==> src/rtl/noise_step_sequencer_pkg.sv <==
// noise_step_sequencer_pkg: shared sizes, state encoding and tick clamp for the noise step sequencer.
package noise_step_sequencer_pkg;
  localparam int NUM_VOICES = 4;
  localparam int NUM_STEPS = 16;
  localparam int STEP_IDX_W = 4;
  localparam int TICK_W = 24;
  localparam logic [0:0] IDLE = 1'b0;
  localparam logic [0:0] PLAY = 1'b1;
  typedef logic [NUM_VOICES-1:0] voiceMask_t;
  function automatic logic [TICK_W-1:0] clampTicks(input logic [TICK_W-1:0] t);
    return (t < TICK_W'(2)) ? TICK_W'(2) : t;
  endfunction
endpackage

==> src/rtl/noise_step_sequencer_if.sv <==
// noise_step_sequencer_if: control, pattern-write and voice output bundle of the sequencer.
interface noise_step_sequencer_if;
  import noise_step_sequencer_pkg::*;
  logic start;
  logic stop;
  logic [TICK_W-1:0] step_ticks;
  logic [TICK_W-1:0] gate_ticks;
  logic [STEP_IDX_W-1:0] loop_last;
  logic pat_we;
  logic [STEP_IDX_W-1:0] pat_addr;
  logic [NUM_VOICES-1:0] pat_data;
  logic [NUM_VOICES-1:0] voice_en;
  logic [NUM_VOICES-1:0] voice_retrig;
  logic step_pulse;
  logic [STEP_IDX_W-1:0] step_idx;
  logic playing;
  modport master(
    output start, stop, step_ticks, gate_ticks, loop_last, pat_we, pat_addr, pat_data,
    input voice_en, voice_retrig, step_pulse, step_idx, playing
  );
  modport slave(
    input start, stop, step_ticks, gate_ticks, loop_last, pat_we, pat_addr, pat_data,
    output voice_en, voice_retrig, step_pulse, step_idx, playing
  );
endinterface

==> src/rtl/noise_step_sequencer_step_timer.sv <==
// step_timer: per-step tick counter with latched step/gate lengths and step-end / next-gate flags.
module step_timer
  import noise_step_sequencer_pkg::*;
(
  input  logic clk,
  input  logic reset,
  input  logic clear,
  input  logic load,
  input  logic run,
  input  logic [TICK_W-1:0] stepTicks,
  input  logic [TICK_W-1:0] gateTicks,
  output logic stepEnd,
  output logic gateNext
);
  logic [TICK_W-1:0] cnt, stl, gtl;
  assign stepEnd = cnt == stl - TICK_W'(1);
  // gate state the counter will be in after this edge
  assign gateNext = load ? (gateTicks != '0) : (cnt + TICK_W'(1) < gtl);
  always_ff @(posedge clk or posedge reset)
    if (reset) begin
      cnt <= '0;
      stl <= '0;
      gtl <= '0;
    end else if (clear) begin
      cnt <= '0;
      stl <= '0;
      gtl <= '0;
    end else if (load) begin
      cnt <= '0;
      stl <= clampTicks(stepTicks);
      gtl <= gateTicks;
    end else if (run) begin
      cnt <= cnt + TICK_W'(1);
    end
endmodule

==> src/rtl/noise_step_sequencer.sv <==
// noise_step_sequencer: 16-step pattern player issuing per-voice retrigger pulses and timed gates.
module noise_step_sequencer
  import noise_step_sequencer_pkg::*;
(
  input logic clk,
  input logic reset,
  noise_step_sequencer_if.slave bus
);
  logic [0:0] state;
  logic [STEP_IDX_W-1:0] stepIdx, nextIdx;
  voiceMask_t pattern [NUM_STEPS];
  voiceMask_t curMask, fetched;
  logic stepEnd, gateNext, load;
  assign load = !bus.stop && ((state == IDLE) ? bus.start : stepEnd);
  assign nextIdx = (state == IDLE || stepIdx >= bus.loop_last) ? '0 : stepIdx + STEP_IDX_W'(1);
  assign fetched = pattern[nextIdx];
  assign bus.playing = state == PLAY;
  assign bus.step_idx = stepIdx;
  step_timer u_timer (
    .clk(clk),
    .reset(reset),
    .clear(bus.stop),
    .load(load),
    .run(state == PLAY),
    .stepTicks(bus.step_ticks),
    .gateTicks(bus.gate_ticks),
    .stepEnd(stepEnd),
    .gateNext(gateNext)
  );
  // curMask snapshots the fetched step so later pattern writes leave the sounding step alone
  always_ff @(posedge clk or posedge reset)
    if (reset) begin
      for (int i = 0; i < NUM_STEPS; i++) pattern[i] <= '0;
      state <= IDLE;
      stepIdx <= '0;
      curMask <= '0;
      bus.voice_en <= '0;
      bus.voice_retrig <= '0;
      bus.step_pulse <= 1'b0;
    end else begin
      if (bus.pat_we) pattern[bus.pat_addr] <= bus.pat_data;
      if (bus.stop) begin
        state <= IDLE;
        stepIdx <= '0;
        curMask <= '0;
        bus.voice_en <= '0;
        bus.voice_retrig <= '0;
        bus.step_pulse <= 1'b0;
      end else if (load) begin
        state <= PLAY;
        stepIdx <= nextIdx;
        curMask <= fetched;
        bus.step_pulse <= 1'b1;
        bus.voice_retrig <= (bus.gate_ticks != '0) ? fetched : '0;
        bus.voice_en <= (bus.gate_ticks != '0) ? fetched : '0;
      end else begin
        bus.step_pulse <= 1'b0;
        bus.voice_retrig <= '0;
        bus.voice_en <= gateNext ? curMask : '0;
      end
    end
endmodule

==> src/flat_wrapper.sv <==
// flat-port wrapper written by rule: the top's interface ports become plain ports
module noise_step_sequencer_flat import noise_step_sequencer_pkg::*;
  (clk, reset, bus_start, bus_stop, bus_step_ticks, bus_gate_ticks, bus_loop_last, bus_pat_we, bus_pat_addr, bus_pat_data, bus_voice_en, bus_voice_retrig, bus_step_pulse, bus_step_idx, bus_playing);
  noise_step_sequencer_if bus_i ();
  input logic clk;
  input logic reset;
  input wire logic [$bits(bus_i.start)-1:0] bus_start;
  input wire logic [$bits(bus_i.stop)-1:0] bus_stop;
  input wire logic [$bits(bus_i.step_ticks)-1:0] bus_step_ticks;
  input wire logic [$bits(bus_i.gate_ticks)-1:0] bus_gate_ticks;
  input wire logic [$bits(bus_i.loop_last)-1:0] bus_loop_last;
  input wire logic [$bits(bus_i.pat_we)-1:0] bus_pat_we;
  input wire logic [$bits(bus_i.pat_addr)-1:0] bus_pat_addr;
  input wire logic [$bits(bus_i.pat_data)-1:0] bus_pat_data;
  output wire logic [$bits(bus_i.voice_en)-1:0] bus_voice_en;
  output wire logic [$bits(bus_i.voice_retrig)-1:0] bus_voice_retrig;
  output wire logic [$bits(bus_i.step_pulse)-1:0] bus_step_pulse;
  output wire logic [$bits(bus_i.step_idx)-1:0] bus_step_idx;
  output wire logic [$bits(bus_i.playing)-1:0] bus_playing;
  assign bus_i.start = bus_start;
  assign bus_i.stop = bus_stop;
  assign bus_i.step_ticks = bus_step_ticks;
  assign bus_i.gate_ticks = bus_gate_ticks;
  assign bus_i.loop_last = bus_loop_last;
  assign bus_i.pat_we = bus_pat_we;
  assign bus_i.pat_addr = bus_pat_addr;
  assign bus_i.pat_data = bus_pat_data;
  assign bus_voice_en = bus_i.voice_en;
  assign bus_voice_retrig = bus_i.voice_retrig;
  assign bus_step_pulse = bus_i.step_pulse;
  assign bus_step_idx = bus_i.step_idx;
  assign bus_playing = bus_i.playing;
  noise_step_sequencer u_core (.clk(clk), .reset(reset), .bus(bus_i));
endmodule
==> config.mk <==
export PLATFORM = sky130hd
export DESIGN_NAME = noise_step_sequencer_flat
export DESIGN_NICKNAME = d
export VERILOG_FILES = /design/src/rtl/noise_step_sequencer_pkg.sv /design/src/rtl/noise_step_sequencer_if.sv /design/src/rtl/noise_step_sequencer_step_timer.sv /design/src/rtl/noise_step_sequencer.sv /design/src/flat_wrapper.sv
export SDC_FILE = /design/constraint.sdc
export NUM_CORES = 1
export LEC_CHECK = 0
export CORE_MARGIN = 4
export CORE_UTILIZATION = 40
export CTS_BUF_LIST = sky130_fd_sc_hd__clkbuf_16
export DETAILED_ROUTE_END_ITERATION = 10
export GPL_TIMING_DRIVEN = 1
export PLACE_DENSITY = 0.64
export SETUP_SLACK_MARGIN = 0.4
export SLEW_MARGIN = 5
export SYNTH_ARGS = -nofsm -noshare
export SYNTH_HDL_FRONTEND = slang
export SYNTH_SLANG_ARGS = --single-unit
==> constraint.sdc <==
create_clock -name clk -period 9.1 [get_ports clk]
set_input_delay 1.365 -clock clk [delete_from_list [all_inputs] [get_ports clk]]
set_output_delay 1.365 -clock clk [all_outputs]
set_load 0.005 [all_outputs]
[Yosys cells after proc, flatten, opt, wreduce, memory -nomap -nowiden]
Index checks and enable logic that the tools add are counted.
Word-level totals
  register bits: 154
  input port bits: 65
  output and inout bits: 14
  word-level logic and storage cells: 76
Cells by class
  add/sub/neg operators: 3
  magnitude comparators: 6
  equality and inequality tests: 1
  muxes and demuxes: 31
  bitwise operators: 3
  reduce and logical (&&, ||, !) cells: 7
Operator list (count)
  2-to-1 mux 24 bit: 8
  bitwise mux 64 bit: 1
  2-to-1 mux 4 bit: 14
  adder 24 x 1 -> 24 bit (second input constant): 1
  == test 24 bit: 1
  < comparator 24 x 2 -> 1 bit (second input constant): 1
  < comparator 24 bit: 1
  nonzero test 24 bit: 1
  subtractor 24 x 1 -> 24 bit (second input constant): 1
  binary-select mux 4 bit (select 4 bit): 1
  demux 4 bit (select 4 bit): 1
  greater-or-equal comparator 5 bit (second input constant): 2
  inverter 4 -> 5 bit: 2
  2-to-1 mux 1 bit: 6
  < comparator 5 x 1 -> 1 bit (second input constant): 1
  adder 4 x 1 -> 4 bit (second input constant): 1
  greater-or-equal comparator 4 bit: 1
  nonzero test 3 bit: 1
  logical AND 1 bit: 2
  nonzero test 2 bit: 1
  logical NOT 1 bit: 1
  logical OR 1 bit: 1
  inverter 1 bit: 1

[Depth between registers and ports, before layout]
  word-level depth: 10
  mapped depth: 16
  mapped depth without buffers: 15

[Modules after synthesis]
From an unflattened synthesis, not the netlist that was laid out.
Unflattened totals
  cell total of the unflattened synthesis: 884
  area, all modules: 8916.1 µm²
Modules (own cells, without submodules)
  step_timer: times used 1, cells each 541, area an instance 4898.4 µm², sequential area each 1801.7 µm²
  noise_step_sequencer: times used 1, cells each 343, area an instance 4017.6 µm², sequential area each 2052.0 µm²

[Worst setup path before layout]
OpenSTA, ideal clock, no wires.
  path type: in2reg
  from: in bus_loop_last[2]
  to: reg u_core.curMask[3]
  library setup time: 0.136 ns
  arrival: 3.501 ns
  data required time: 8.964 ns
  setup slack: 5.463 ns
  stages: 10
  buffers on the path: 1
  cell sequence: inv_1 > ha_1 > nor4b_1 > o21ai_0 > a21oi_1 > clkbuf_1 > mux4_2 > a221o_1 > a21oi_1 > nor3_1
Between the ends
  cells in the longest elaborated chain, start to end: 9
RTL lines
  start: declaration: line flat_wrapper.sv:11  | input wire logic [$bits(bus_i.loop_last)-1:0] bus_loop_last;
  greater-or-equal comparator 4 bit: line noise_step_sequencer.sv:15  | assign nextIdx = (state == IDLE || stepIdx >= bus.loop_last) ? '0 : stepIdx + STEP_IDX_W'(1);
  logical OR 1 bit: line noise_step_sequencer.sv:15
  2-to-1 mux 4 bit: line noise_step_sequencer.sv:15
  inverter 4 -> 5 bit (implied by the code): line noise_step_sequencer.sv:16  | assign fetched = pattern[nextIdx];
  binary-select mux 4 bit (select 4 bit): line noise_step_sequencer.sv:16
  2-to-1 mux 4 bit (implied by the code) (2 in a row): line noise_step_sequencer.sv:16
  2-to-1 mux 4 bit: line noise_step_sequencer.sv:49  | end else if (load) begin
  2-to-1 mux 4 bit: line noise_step_sequencer.sv:42  | if (bus.stop) begin
  end signal: assignment: line noise_step_sequencer.sv:52  | curMask <= fetched;
  end: declaration: line noise_step_sequencer.sv:12  | voiceMask_t curMask, fetched;
No other way between the ends. The select of a mux whose other input is x is not followed.
A chain may end at the register's enable or synchronous reset.

[Final worst setup path]
  from: in bus_loop_last[1]
  to: reg u_core.bus.voice_en[1]
Between the ends
  cells in the longest elaborated chain, start to end: 10
RTL lines
  greater-or-equal comparator 4 bit: line noise_step_sequencer.sv:15
  logical OR 1 bit: line noise_step_sequencer.sv:15
  2-to-1 mux 4 bit: line noise_step_sequencer.sv:15
  inverter 4 -> 5 bit (implied by the code): line noise_step_sequencer.sv:16
  binary-select mux 4 bit (select 4 bit): line noise_step_sequencer.sv:16
  2-to-1 mux 4 bit (implied by the code) (2 in a row): line noise_step_sequencer.sv:16
  2-to-1 mux 4 bit: line noise_step_sequencer.sv:55  | bus.voice_en <= (bus.gate_ticks != '0) ? fetched : '0;
  2-to-1 mux 4 bit: line noise_step_sequencer.sv:49
  2-to-1 mux 4 bit: line noise_step_sequencer.sv:42
  end signal: assignment: line noise_step_sequencer.sv:55
  end signal: assignment: line noise_step_sequencer.sv:59  | bus.voice_en <= gateNext ? curMask : '0;
  end: declaration: line noise_step_sequencer_if.sv:23  | output voice_en, voice_retrig, step_pulse, step_idx, playing
No other way between the ends. The select of a mux whose other input is x is not followed.

==> results.sh <==
export IMPL_status="finished clean"
export IMPL_yosysUniqueCellTypes=55
export IMPL_ir_worst_vdd_uv=125
export IMPL_drv_cap=0
export IMPL_synthTopCellsByArea="dfrtp_1 43%, mux2_2 8.3%, xor2_1 4.5%, ha_1 4.2%, a21oi_1 3.9%"
export IMPL_worstSetupStartpointType="primary input"
export IMPL_place_hpwl_mm=16.7
export IMPL_worst_path_buf_inv=2
export IMPL_fin_ws_ps=4530
export IMPL_clkPwrFrac_pct=38.4
export IMPL_seq_power_share_pct=43.9
export IMPL_area_growth_pct=16.7
export IMPL_wl_met2_mm=12.1
export IMPL_hp_class="reg -> reg"
export IMPL_ioPinCount=79
export IMPL_worstPathArrival_ps=4890
export IMPL_worst_slew_pin_slew_ps=1120
export IMPL_drt_met1_wl_mm=10.3
export IMPL_port_buffers=78
export IMPL_r2r_start="u_core.u_timer.stl[0]"
export IMPL_dieWidth_um=158
export IMPL_synth_top_area_share_pct=42.8
export IMPL_setup_tns_ps=0
export IMPL_switching_share_pct=29.4
export IMPL_finalHoldViolCount=0
export IMPL_hold_start="u_core.curMask[1]"
export IMPL_initial_core_util_pct=41.0
export IMPL_die_area_sq_mm=0.0250
export IMPL_clock_fmax_mhz=219
export IMPL_grtUsageTotal_pct=19.6
export IMPL_layout_drive_gt1_share_pct=11.8
export IMPL_synth_enable_flop_cells=0
export IMPL_cpPeakStageDelay_ps=900
export IMPL_grt_pass1_wl_mm=38.9
export IMPL_rr_worst_depth=11
export IMPL_routedWlPerCell_um=18.9
export IMPL_max_slew_margin_pct=25.0
export IMPL_core_area_sq_mm=0.0220
export IMPL_ys_seq_area_share_pct=42.8
export IMPL_async_reset_ff_share_pct=100
export IMPL_min_period_ps=4570
export IMPL_fin_nets=1066
export IMPL_clkTransAtPathRegs_ps=60
export IMPL_antenna_found_initial=0
export IMPL_drt_iter0_drc=476
export IMPL_netlist_area_sq_mm=0.00900
export IMPL_p_switching_w=0.000552
export IMPL_dr_max_layer_used="met4"
export IMPL_finalMaxSlewViolations=0
export IMPL_path_delay_family="compound AO/OA/AOI/OAI gates"
export IMPL_ant_nets=0
export IMPL_min_path_cells=1
export IMPL_cts_htree_levels=4
export IMPL_crit_chain="clkdlybuf4s50_1 -> inv_1 -> ha_1 -> nor4b_1 -> o21ai_0 -> a21oi_1 -> mux4_2 -> and2_1 -> o31ai_1 -> nor2_1 -> a22o_1"
export IMPL_grt_max_degree=85
export IMPL_routed_via_density=5.74
export IMPL_cts_max_path_buffers=2
export IMPL_vias=7254
export IMPL_post_cts_setup_buffers=0
export IMPL_ys_flop_type="dfrtp_1"
export IMPL_synth_top_area_cell="dfrtp_1"
export IMPL_path_max_fanout=13
export IMPL_combPwrFrac_pct=17.7
export IMPL_netlist_instances=936
export IMPL_cts_sinks=154
export IMPL_die_y_um=158
export IMPL_routed_wl_mm=23.9
export IMPL_num_antenna_cells=0
export IMPL_critical_path_required_ps=9420
export IMPL_yosysWarnings=0
export IMPL_pre_cts_slack_ps=4090
export IMPL_dr_pass1_iters=5
export IMPL_power_total_w=0.00188
export IMPL_p_int_w=0.00133
export IMPL_rrSetupSlack_ps=4650
export IMPL_r2r_end="u_core.bus.voice_en[1]"
export IMPL_globalplace_congestion=0.872
export IMPL_clkLatencyLatePin_ps=440
export IMPL_crit_start="bus_loop_last[1]"
export IMPL_rsz0062_at_grt="no"
export IMPL_numCtsBuffers=17
export IMPL_detail_route_drc_violations=0
export IMPL_cts_tree="built"
export IMPL_postSynthAreaPerCell_sq_um=9.62
export IMPL_root_buffer="clkbuf_16"
export IMPL_grt_pass1_vias=7368
export IMPL_p_per_area_mw_per_mm2=179
export IMPL_grt_overflow=0
export IMPL_crit_type="in -> reg"
export IMPL_hold_end="u_core.bus.voice_en[1]"
export IMPL_synth_fp_nets=1031
export IMPL_setup_viol=0
export IMPL_postCtsResizedCells=0
export IMPL_ys_ff_latch=154
export IMPL_postLayoutCoreUtil_pct=47.8
export IMPL_final_setup_skew_ps=9.31
export IMPL_cts_hold_buffers=0
export IMPL_period_share_pct=50.2
export IMPL_rows=54
export IMPL_crit_slowest_cell="a21oi_1"
export IMPL_cellLeakagePower_nw=4.35
export IMPL_wl_met3_um=934
export IMPL_crit_path_end_kind="flop"
==> cells in the final DEF (no fill, tap or decap), types with 7 or more instances in the layout <==
cell type	instances
nor2_1	39
a21oi_1	70
nand2_1	47
or3_1	8
o21ai_1	41
dfrtp_1	154
clkdlybuf4s50_1	77
nor4_1	18
ha_1	30
nand3_1	70
or4_1	7
mux2i_1	17
clkbuf_16	17
inv_1	36
xor2_1	46
nor3_1	42
xnor2_1	37
inv_6	7
and2_1	8
o21ai_0	22
mux2_2	66
nand4_1	16
==> registers in the layout, summed over array words and instances, names as in the netlist <==
name / count
u_core.bus.step_idx: 4
u_core.bus.voice_retrig: 4
u_core.curMask: 4
u_core.bus.step_pulse: 1
u_core.bus.playing: 1
u_core.u_timer.gtl: 24
u_core.u_timer.cnt: 24
u_core.pattern: 64
u_core.u_timer.stl: 24
u_core.bus.voice_en: 4
==> metrics by stage <==
stage                     std cells  hold slack [ps]  cell area [sq um]
after floorplan                 936              465               9000
after global placement         1232              478               9900
after detailed placement       1232              477               9900
after CTS                      1264              491              10500
after global routing           1264              514              10500
final                          1264              491              10500
==> synth_stat cells (all sizes together) (7+ instances only) <==
cell and instances:
xor2 46, buf 18, nand3 70, clkbuf 50, or4 7, nor3 42, mux2 66, mux2i 17
dfrtp 154, or3 8, a21oi 70, o21ai 63, nand4 16, nor2 39, xnor2 37, and2 8
nor4 20, nand2 48, ha 30, inv 37
==> worst reg2reg max path, delay by kind of cell (launching register included) <==
| family | cells | cell delay (ps) |
|---|---|---|
| muxes | 2 | 360 |
| and+or+nand+nor | 5 | 2700 |
| adders and majority gates | 1 | 190 |
| AOI/OAI and AO/OA | 1 | 280 |
| buffers and inverters | 2 | 420 |
| DFF | 1 | 420 |
==> cells by family after synthesis <==
logic type	share of synthesized area, %
compound gates	12.2
simple gates	16.9
buf+inv	4.71
mux	11.1
fa+ha+maj	4.17
flops	42.8
xor+xnor	8.08
==> power by group through the flow <==
stage | Combinational [W] | Clock, W | Sequential, W
global route | 0.000370 | 0.000761 | 0.000835
detailed placement | 0.000335 | 0 | 0.000838
global placement | 0.000329 | 0 | 0.000836
CTS | 0.000337 | 0.000734 | 0.000825
finish | 0.000333 | 0.000721 | 0.000825
floorplan | 0.000236 | 0 | 0.000815
==> worst max-delay path by stage <==
stage	end	slack, ps	depth (start not counted)
finish	u_core.bus.voice_en[1]	4530	11
global route	u_core.u_timer.cnt[8]	4230	11
CTS	u_core.bus.voice_en[1]	4530	11
detailed placement	u_core.bus.voice_en[1]	4090	11
floorplan	u_core.bus.playing	3590	1
global placement	u_core.bus.voice_en[0]	4200	11
==> area by class of cell <==
type / instances / area, sq um
fill: 2069 / 11500
multi-input combinational: 677 / 4730
sequential: 154 / 3850
timing repair buffer: 84 / 821
clock buffer: 17 / 425
tap: 280 / 350
clock inverter: 15 / 175
inverter: 37 / 144
==> layer usage <==
layer	vias to the layer above	GRT usage, %
li1	3440	-
met1	3608	25.1
met2	164	34.2
met3	42	2.98
met4	0	6.17
met5	-	0
Note: power is estimated with default switching activity, not from simulation.
==> RTL change 1 (same settings) <==
Set the package constant `STEP_IDX_W` to 2 (it was 4).
--- a/src/rtl/noise_step_sequencer_pkg.sv
+++ b/src/rtl/noise_step_sequencer_pkg.sv
@@ -4,3 +4,3 @@
   localparam int NUM_STEPS = 16;
-  localparam int STEP_IDX_W = 4;
+  localparam int STEP_IDX_W = 2;
   localparam int TICK_W = 24;
Ports: changed (resized bus_loop_last, bus_pat_addr and bus_step_idx); port bits go from 79 to 73. The function was not compared with the original's and may differ.
==> RTL change 1 against the unedited design <==
- sequential power decreased by 37%
- wire length decreased by 36%
- clock skew increased by 0.0011 ns
- sequential cell count decreased by 50
- worst setup slack got worse by 0.041 ns
- hold slack improved by 0.0092 ns
- total power decreased by 40%
- synthesized area decreased by 29%
- critical path depth unchanged
- cell area decreased by 28%
- critical endpoint is now u_core.bus.step_idx[0]
- largest power group unchanged
==> RTL change 1: results <==
group,metric,value,unit
setup_path,crit_fanout,37,
setup_path,critPathTopFamily,"simple AND/OR/NAND/NOR gates",
global_routing,grt_pass1_vias,5070,
global_routing,grt_usage,17.7,%
sta,holdWs,0.501,ns
global_routing,antenna_found_initial,0,
logic_synthesis,synth_area_leaders,"dfrtp_1, mux2i_1, xor2_1",
final_layout,diodes,0,
placed_design,hpwl,11400,um
sta,slew_headroom,42.3,%
setup_path,crit_slowest_cell,"a31oi_4",
route,routed_wl,15300,um
placed_design,post_dp_cell_area,0.00722,mm2
setup_path,r2r.worst_path.cells,11,
placed_design,place_congestion,0.833,
min_path,hold_depth,1,
min_path,min_from,"u_core.curMask[1]",
final_layout,fillers,1453,
route,routed_via_density,5.36,
global_routing,grt_max_degree,60,
setup_path,ff2ff_setup_slack,4.49,ns
clock_tree,post_cts.repair.setup_buffers,0,
placed_design,port_buffers,72,
setup_path,cp_slowest_stage_delay,0.70,ns
clock_tree,postCtsResizedCells,0,
sta,fin_worst_skew,0.0104,ns
min_path,hold_end,"u_core.bus.voice_en[1]",
clock_tree,cts_made_buffers,9,
final_layout,reg_top3,"u_core.u_timer.cnt: 24 flops, u_core.u_timer.gtl: 24 flops, u_core.u_timer.stl: 24 flops",
power,p_leak,3.51,nW
clock_tree,clockBufferDepth,2,
final_layout,nets,795,
logic_synthesis,synth_warnings,0,
logic_synthesis,async_flop_share,100,%
logic_synthesis,syn-num-nets,742,
logic_synthesis,yosys_most_used_dff,"dfrtp_1",
clock_tree,clk_pin_slew,0.08,ns
clock_tree,htreeDepth,3,
final_layout,layout-drive-gt1-share,7.02,%
min_path,hp-class,"reg2reg",
power,irDropWorstVdd,92.0,uV
clock_tree,cts_root_buf,"clkbuf_16",
logic_synthesis,ys_seq_area_share,40.7,%
global_routing,grt_pass1_wl,25800,um
logic_synthesis,ys_types,59,
route,drtPass1Iterations,5,
sta,worst_pin_slew,0.862,ns
logic_synthesis,synth_common_cells,"dfrtp_1, nor2_1, mux2i_1",
route,first_iter_violations,291,
setup_path,r2r_end,"u_core.bus.step_idx[0]",
clock_tree,insertion_delay,0.36,ns
setup_path,r2r_start,"u_core.u_timer.stl[0]",
outcome,outcome,"finished, final reports clean",
setup_path,arrival,4.88,ns
[RTL change 1: cell types whose count changed after synthesis, moves of 31 or more]
cell / before / now
nor2_1: 39 / 99
o21ai_1: 41 / 0
a21oi_1: 70 / 6
nor3_1: 42 / 11
dfrtp_1: 154 / 104
mux2i_1: 17 / 65
nand3_1: 70 / 18
mux2_2: 66 / 17
[RTL change 1: logic make-up (layout without fill, tap and decap cells)]
group,after synthesis,count (layout),synth area share [%]
flops,104,104,40.7
simple gates,248,248,19.6
compound gates,53,53,6.38
fa+ha+maj,27,27,5.29
buf+inv,66,124,4.68
mux,82,82,13.2
xor+xnor,74,74,10.1
[RTL change 1: per-stage QoR]
| stage | utilization (%) | instances |
|---|---|---|
| after floorplan | - | 654 |
| after global placement | 46.8 | 907 |
| after detailed placement | 46.8 | 907 |
| after CTS | 48.8 | 923 |
| after global routing | 48.8 | 923 |
| final | 48.8 | 923 |
[RTL change 1: final cells by class]
| class | count | area [um2] | share of cell area (%) |
|---|---|---|---|
| multi-input cells | 484 | 3490 | 46.3 |
| flip-flops and latches | 104 | 2600 | 34.5 |
| repair buffers | 76 | 746 | 9.90 |
| well taps | 211 | 264 | 3.50 |
| clock buffers | 9 | 225 | 2.99 |
| inverters | 32 | 123 | 1.63 |
| clock inverters | 7 | 85.1 | 1.13 |
[RTL change 1: how the worst max path moves through the flow]
stage	start	to	slack, ns	cells after the start
after detailed placement	u_core.u_timer.stl[0]	u_core.bus.step_idx[0]	4.47	11
after global routing	u_core.u_timer.stl[1]	u_core.bus.step_idx[0]	4.16	11
after floorplan	reset	u_core.bus.playing	5.00	1
after global placement	u_core.u_timer.stl[0]	u_core.bus.step_idx[0]	4.58	11
final	u_core.u_timer.stl[0]	u_core.bus.step_idx[0]	4.49	11
after CTS	u_core.u_timer.stl[0]	u_core.bus.step_idx[0]	4.49	11
[RTL change 1: worst reg2reg max path: cells and delay by family (launching register included)]
family | cells | cell delay, ns
AND/OR/NAND/NOR | 4 | 1.88
AO/OA/AOI/OAI | 4 | 1.28
flip-flops | 1 | 0.44
adder cells (fa/ha/maj) | 1 | 0.19
buffers and inverters | 2 | 0.74
[RTL change 1: metal layers]
layer	GRT usage, %	share of wire, %
met5	0	0
met2	27.5	44
met4	4.58	1.4
met1	24.7	49
met3	4.46	5.5
[RTL change 1: power breakdown]
group / switching [mW] / internal, mW
Sequential: 0.0246 / 0.493
Combinational: 0.104 / 0.100
Clock: 0.190 / 0.220
Total: 0.319 / 0.813
==> RTL change 2 (same settings) <==
Without the edit above. Make the reset (`reset`) synchronous in 2 clocked blocks.
--- a/src/rtl/noise_step_sequencer_step_timer.sv
+++ b/src/rtl/noise_step_sequencer_step_timer.sv
@@ -18,3 +18,3 @@
   assign gateNext = load ? (gateTicks != '0) : (cnt + TICK_W'(1) < gtl);
-  always_ff @(posedge clk or posedge reset)
+  always_ff @(posedge clk)
     if (reset) begin
--- a/src/rtl/noise_step_sequencer.sv
+++ b/src/rtl/noise_step_sequencer.sv
@@ -30,3 +30,3 @@
   // curMask snapshots the fetched step so later pattern writes leave the sounding step alone
-  always_ff @(posedge clk or posedge reset)
+  always_ff @(posedge clk)
     if (reset) begin
Function: differs if reset is asserted again (counterexample within 4 cycles, from zero or initial values and one cycle with reset high); with reset held inactive, the same outputs for 4 cycles.
==> RTL change 2 against the unedited design <==
- worst setup slack improved by 0.52 ns
- total power fell by 14%
- cell area fell by 4.5%
- synthesized area fell by 5.3%
- largest power group unchanged
- non-clock buffer count rose by 1
- sequential cell count did not move
- critical endpoint is now u_core.bus.voice_en[3]
- wire length fell by 15%
- hold slack got worse by 0.022 ns
==> RTL change 2: results <==
group,metric,value,unit
placed_design,place_congestion,0.804,
global_routing,grt_pass1_wl,33000,um
logic_synthesis,synth_edf_count,64,
setup_path,r2r_end,"u_core.bus.voice_en[3]",
outcome,outcome,"finished, final reports clean",
logic_synthesis,async_flop_share,0,%
global_routing,grt_pass1_vias,6428,
final_layout,nets,1075,
sta,slew_headroom,31.9,%
setup_path,critPathTopFamily,"simple AND/OR/NAND/NOR gates",
setup_path,arrival,4.41,ns
setup_path,crit_fanout,121,
logic_synthesis,ys_types,62,
setup_path,r2r_start,"u_core.u_timer.stl[0]",
route,first_iter_violations,349,
die,start_util,40.6,%
logic_synthesis,synth-compound-area-share,10.5,%
global_routing,grt_usage,17.3,%
final_layout,layout-drive-gt1-share,8.06,%
route,wl_per_cell,16.1,um
final_layout,final_cell_count_no_fill,1268,
logic_synthesis,synth_common_cells,"dfxtp_1, nand2_1, nand3_1",
setup_path,crit_slowest_cell,"a2111oi_0",
logic_synthesis,ys_seq_area_share,43.7,%
setup_path,cp_slowest_stage_delay,0.70,ns
power,irDropWorstVdd,91.8,uV
route,routed_via_density,5.24,
logic_synthesis,muxShareOfSynthArea,3.48,%
sta,fin_worst_skew,0.0108,ns
global_routing,grt_max_degree,122,
placed_design,numPlacedInstances,1236,
power,p_leak,3.67,nW
setup_path,ff2ff_setup_slack,5.05,ns
logic_synthesis,synth-xor-area-share,7.71,%
final_layout,largest-register,"u_core.pattern",
logic_synthesis,avgSynthCellArea,9.02,um2
logic_synthesis,yosys_most_used_dff,"dfxtp_1",
RTL change 2: changes by cell type after synthesis, sizes merged, moves of 28 or more:
cell,unedited run,this run
dfrtp,154,0
nor2,39,67
dfxtp,0,90
edfxtp,0,64
a21oi,70,26
and2,8,66
mux2,66,5
nand2,48,89
RTL change 2: kinds of logic (layout without fill, tap and decap cells):
logic type	Yosys count	in the layout
buffers and inverters	102	150
AND/OR/NAND/NOR	420	420
adder cells (fa/ha/maj)	30	30
flip-flops	154	154
multiplexers	19	19
XOR/XNOR	75	75
AO/OA/AOI/OAI	145	145
RTL change 2: layout make-up:
| type | count | area (um2) |
|---|---|---|
| sequential | 154 | 3720 |
| tap | 275 | 344 |
| clock buffer | 17 | 425 |
| fill | 2036 | 11000 |
| timing repair buffer | 85 | 833 |
| inverter | 33 | 124 |
| clock inverter | 15 | 156 |
| multi-input combinational | 689 | 4430 |
RTL change 2: stage by stage:
step	cell area, um2	util, %	total power, mW	worst slack [ns]	hold slack [ns]
6_report	10000	47.7	1.62	5.05	0.470
5_1_grt	10000	47.7	1.69	4.75	0.498
4_1_cts	10000	47.7	1.64	5.10	0.469
3_5_place_dp	9450	45.0	0.947	4.92	0.460
3_3_place_gp	9450	45.0	0.946	4.91	0.457
2_1_floorplan	8520	-	0.875	5.64	0.438
RTL change 2: worst register-to-register path: cells and delay by family, from the launching register on:
kind                       cells  cell delay, ns
adders and majority gates      1            0.26
buffers and inverters          2            0.53
and+or+nand+nor                3            1.45
AOI/OAI and AO/OA              5            1.36
DFF                            1            0.38
RTL change 2: how the worst min path moves through the flow:
| stage | startpoint | end | cells past startpoint |
|---|---|---|---|
| after floorplan | u_core.u_timer.gtl[0] | u_core.u_timer.gtl[0] | 2 |
| after global placement | u_core.curMask[2] | u_core.bus.voice_en[2] | 2 |
| after detailed placement | u_core.curMask[2] | u_core.bus.voice_en[2] | 2 |
| after CTS | u_core.curMask[2] | u_core.bus.voice_en[2] | 2 |
| after global routing | u_core.curMask[0] | u_core.bus.voice_en[0] | 2 |
| final | u_core.curMask[2] | u_core.bus.voice_en[2] | 2 |
RTL change 2: power by group:
part	total [mW]	internal (mW)	switching, mW
Combinational	0.172	0.0776	0.0948
Clock	0.691	0.366	0.325
Sequential	0.759	0.744	0.0145
RTL change 2: per-layer routing:
layer	track usage (%)	wire, um	vias to the layer above
met2	31.0	10600	126
li1	-	-	3401
met4	4.79	340	0
met3	3.66	732	23
met5	0	0	-
met1	21.0	8690	3098
